File: config.mk
export PLATFORM = sky130hd
export DESIGN_NAME = reg_wr_arbiter
export DESIGN_NICKNAME = d
export VERILOG_FILES = /design/src/rtl/reg_wr_arbiter.sv
export SDC_FILE = /design/constraint.sdc
export NUM_CORES = 1
export LEC_CHECK = 0
export ABC_AREA = 0
export ABC_CLOCK_PERIOD_IN_PS = 1900
export BUFFER_PORTS_ARGS = -buffer_cell sky130_fd_sc_hd__buf_4
export CAP_MARGIN = 40
export CORE_MARGIN = 2
export CORE_UTILIZATION = 42
export DETAILED_ROUTE_END_ITERATION = 10
export PLACE_DENSITY = 0.79
export SLEW_MARGIN = 25
export SYNTH_ARGS = -nofsm -noshare
export SYNTH_HDL_FRONTEND = slang
export SYNTH_SLANG_ARGS = --single-unit
File: constraint.sdc
create_clock -name CLK -period 1.9 [get_ports CLK]
set_clock_uncertainty 0.2 [all_clocks]
set_input_delay 0.19 -clock CLK [delete_from_list [all_inputs] [get_ports CLK]]
set_output_delay 0.19 -clock CLK [all_outputs]
set_load 0.03 [all_outputs]
File: src/rtl/reg_wr_arbiter.sv
// reg_wr_arbiter: round-robin sharing of one register-file write port between two requesters.
// Optional REGARB_INIT_SWEEP_EN zero-fills all 2**AW registers after reset before arbitration starts.
module reg_wr_arbiter #(
    parameter int DW = 32,
    parameter int AW = 4
) (
    input  logic          CLK,
    input  logic          C,
    input  logic          W0_Req,
    input  logic [AW-1:0] W0_RW,
    input  logic [DW-1:0] W0_Data,
    output logic          W0_Gnt,
    input  logic          W1_Req,
    input  logic [AW-1:0] W1_RW,
    input  logic [DW-1:0] W1_Data,
    output logic          W1_Gnt,
    output logic          RegW,
    output logic [AW-1:0] RW,
    output logic [DW-1:0] BusW,
    output logic          Busy
);
    // Handshake: a requester holds Req/RW/Data stable until it sees Gnt=1 at a rising edge;
    // that edge commits the write to RegW/RW/BusW, and the requester may then move on.
    logic          regw_q, regw_d;
    logic [AW-1:0] rw_q, rw_d;
    logic [DW-1:0] busw_q, busw_d;
    logic          last_q, last_d;   // 1: requester 1 was granted most recently
    logic          in_sweep;
    logic [AW-1:0] sweep_addr;

`ifdef REGARB_INIT_SWEEP_EN
    typedef enum logic {SWEEP, ARB} state_e;
    state_e        state_q, state_d;
    logic [AW-1:0] cnt_q, cnt_d;

    assign in_sweep   = (state_q == SWEEP);
    assign sweep_addr = cnt_q;

    always_comb begin
        state_d = state_q;
        cnt_d   = cnt_q;
        if (state_q == SWEEP) begin
            cnt_d = cnt_q + 1'b1;
            if (cnt_q == {AW{1'b1}}) begin
                state_d = ARB;
            end
        end
    end

    always_ff @(posedge CLK) begin
        if (C) begin
            state_q <= SWEEP;
            cnt_q   <= '0;
        end else begin
            state_q <= state_d;
            cnt_q   <= cnt_d;
        end
    end
`else
    assign in_sweep   = 1'b0;
    assign sweep_addr = '0;
`endif

    always_comb begin
        W0_Gnt = 1'b0;
        W1_Gnt = 1'b0;
        regw_d = 1'b0;
        rw_d   = rw_q;
        busw_d = busw_q;
        last_d = last_q;
        if (!C && !in_sweep) begin
            if (W0_Req && (!W1_Req || last_q)) begin
                W0_Gnt = 1'b1;
            end else if (W1_Req) begin
                W1_Gnt = 1'b1;
            end
        end
        if (in_sweep) begin
            regw_d = 1'b1;
            rw_d   = sweep_addr;
            busw_d = '0;
        end else if (W0_Gnt) begin
            regw_d = 1'b1;
            rw_d   = W0_RW;
            busw_d = W0_Data;
            last_d = 1'b0;
        end else if (W1_Gnt) begin
            regw_d = 1'b1;
            rw_d   = W1_RW;
            busw_d = W1_Data;
            last_d = 1'b1;
        end
    end

    always_ff @(posedge CLK) begin
        if (C) begin
            regw_q <= 1'b0;
            rw_q   <= '0;
            busw_q <= '0;
            last_q <= 1'b1;
        end else begin
            regw_q <= regw_d;
            rw_q   <= rw_d;
            busw_q <= busw_d;
            last_q <= last_d;
        end
    end

    assign RegW = regw_q;
    assign RW   = rw_q;
    assign BusW = busw_q;
    assign Busy = in_sweep;
endmodule

==> results.md <==
* Critical path peak fanout at 13
* Cells on Worst Hold Path at 3
* EDFF count, synth at 0
* Main synth FF type: dfxtp_1
* Layout fillers at 331
* Area Overhead vs Synth at 75.9%
* Mean Syn Cell Area at 8.14 um2
* R2R depth at 4
* Fin Hold WS at 7.22 ps
* Clock slew at reported path FFs at 70 ps
* Worst path cell trace: nor2b_2 > or3_4 > inv_1 > buf_4
* Async S/R FF share, synth at 0%
* Io pins at 116
* Site Rows at 24
* Number of port buffers at 114
* Min-delay src: W1_Data[3]
* Minimum clock period at 1780 ps
* RSZ-0062 raised after global routing: no
* Synth Register Bits at 38
* Max Buffers Root-to-Sink at 2
* Top Family by Delay on Critical Path: simple AND/OR/NAND/NOR gates
* Worst Hold Class: input port to flip-flop
* Startpoint Class: flip-flop
* CTS tree: yes
* Critical path data arrival time at 1390 ps
* Critical path buffer and inverter count at 2
* Critical Path RT at 1510 ps
* Fin. max-slew vios at 0
* Root buffer cell: clkbuf_8
* RD Place Congestion at 0.833
* Hpwl dp at 4.22 mm
* Sequential share of the synthesized area at 41.4%
* WL/cell at 17.3 um
* Yosys cell types at 21
* Die area at 0.00492 mm2
* Worst slack, placed at 320 ps
* Drt drc at 0
* WS Path Type: flip-flop to output pin
* Total gr overflow at 0
* Pwr/cell area at 656 mW/mm2
* Worst R2R Start: last_q$_SDFFE_PP1P_
* Worst setup EP type: output pin
* First-pass GRT wire length at 11.2 mm
* Placed Cells at 373
* Max Clock Freq at 560 MHz
* # setup viols final at 0
* Leading cell type in the layout, fill and taps excluded: buf_4
* Slowest cell on crit path: or3_4
* Post-route ant nets at 0
* Pleak at 1.38 nW
* Worst R2R Setup Slack at 220 ps
* Post-Route WL at 7.32 mm
* Total CTS buffers at 5
* Ys Warns at 0
* Setup tns final at 0 ps
* CORE AREA at 0.00429 mm2
* Die X at 70.2 um
* Final WS setup at 115 ps
* H-tree Lvls at 2
* Total track usage at 28.5%
* Initial antenna violation count at 0
* Vias in the first global route at 2423
* Final critical-path share of the clock period at 93.9%
* Cells after Synth at 226
* Initial Utilization at 42.8%
* Post-CTS sizing at 0
* Commonest cells after routing, fill and taps aside: 123 x buf_4, 42 x dlygate4sd3_1, 38 x dfxtp_1
* DR vias/cell at 5.82
* Critical Path Start: last_q$_SDFFE_PP1P_
* Vias post-DR at 2460
* Multi-input gate area at 922 um2
* Clk_lat worst skew at 280 ps
* Critical register-to-register path endpoint: BusW[29]$_SDFFE_PP0P_
* Layout Cells excl Fill at 423
* Status: complete, no violations
* ANT cells at 0
* Hold Fails Final Rpt at 0
* Ratio of cells with drive above 1 in the final layout at 36.9%
* CP peak stage delay at 420 ps
* Clock sink count at 38
* Register Area at 761 um2
* Final Util at 75.3%
* Worst Hold Path EP: BusW[3]$_SDFFE_PP0P_
* Worst vdd ir at 0.000495 V
* Die height at 70.2 um
* Final net count at 446
* First drt pass iteration count at 5
* Max-cap violations at 0
* Pin count of the biggest net entering global routing at 37
* DRT iter0 DRCs at 304
* Post-Syn Nets at 302
* Synthesized cell area at 0.00184 mm2
layout make-up:
| cell class | count | share of cell area, % |
|---|---|---|
| Clock inverter | 1 | 0.155 |
| Tap cell | 52 | 2.01 |
| Multi-Input combinational cell | 155 | 28.5 |
| Clock buffer | 7 | 2.67 |
| Timing Repair Buffer | 167 | 42.8 |
| Sequential cell | 38 | 23.5 |
| Inverter | 3 | 0.348 |
registers in the layout (all words and copies together) (netlist names):
name    flops
last_q      1
RW          4
BusW       32
RegW        1
worst min-delay path, delay by kind of cell:
family	cells	cell delay, ps
compound gates	1	80
simple gates	1	60
buf+inv	1	110
routing by layer:
layer | vias up | wire length [um] | GRT usage [%]
li1 | 1156 | - | -
met1 | 1141 | 2770 | 34.8
met2 | 153 | 3740 | 48.6
met3 | 10 | 667 | 6.35
met4 | 0 | 141 | 11.5
met5 | - | 0 | 0
repair_timing:
item | 4_1_cts | 5_1_grt
endpoints found under the hold margin | 33 | 5
hold buffers | 37 | 5
setup buffers | 0 | 0
kinds of logic after synthesis:
family          Yosys count  synth area share, %
other cells               1                0.204
buf+inv                  33                 8.78
flops                    38                 41.4
simple gates             44                 12.4
compound gates          110                 37.3
where the power goes:
part	switching [mW]	leakage [nW]	internal [mW]
Clock	0.270	0.0482	0.293
Combinational	0.357	1.02	0.314
Sequential	0.0321	0.313	0.856
Total	0.659	1.38	1.46
synthesized netlist by cell type, drive strengths merged (2+ instances only):
cell type | count | area share [%]
inv | 3 | 0.61
clkbuf | 22 | 4.6
o21ai | 38 | 10
buf | 8 | 3.6
dfxtp | 38 | 41
nand3 | 36 | 9.8
a31oi | 36 | 12
nor2 | 2 | 0.41
o31ai | 36 | 15
nor2b | 2 | 0.68
worst max-delay path by stage:
stage | endpoint | slack (ps) | cells past startpoint
floorplan | W0_Gnt | 210 | 6
detailed placement | BusW[15]$_SDFFE_PP0P_ | 320 | 5
finish | W0_Gnt | 120 | 4
CTS | W0_Gnt | 140 | 4
global route | W0_Gnt | 70 | 4
global placement | BusW[2]$_SDFFE_PP0P_ | 360 | 5
per-stage QoR:
stage | power [mW] | area [um2]
after floorplan | 1.21 | 1840
after global placement | 1.48 | 2720
after detailed placement | 1.49 | 2720
after CTS | 2.11 | 3180
after global routing | 2.22 | 3230
final | 2.12 | 3230
(Power assumes the default switching activity.)
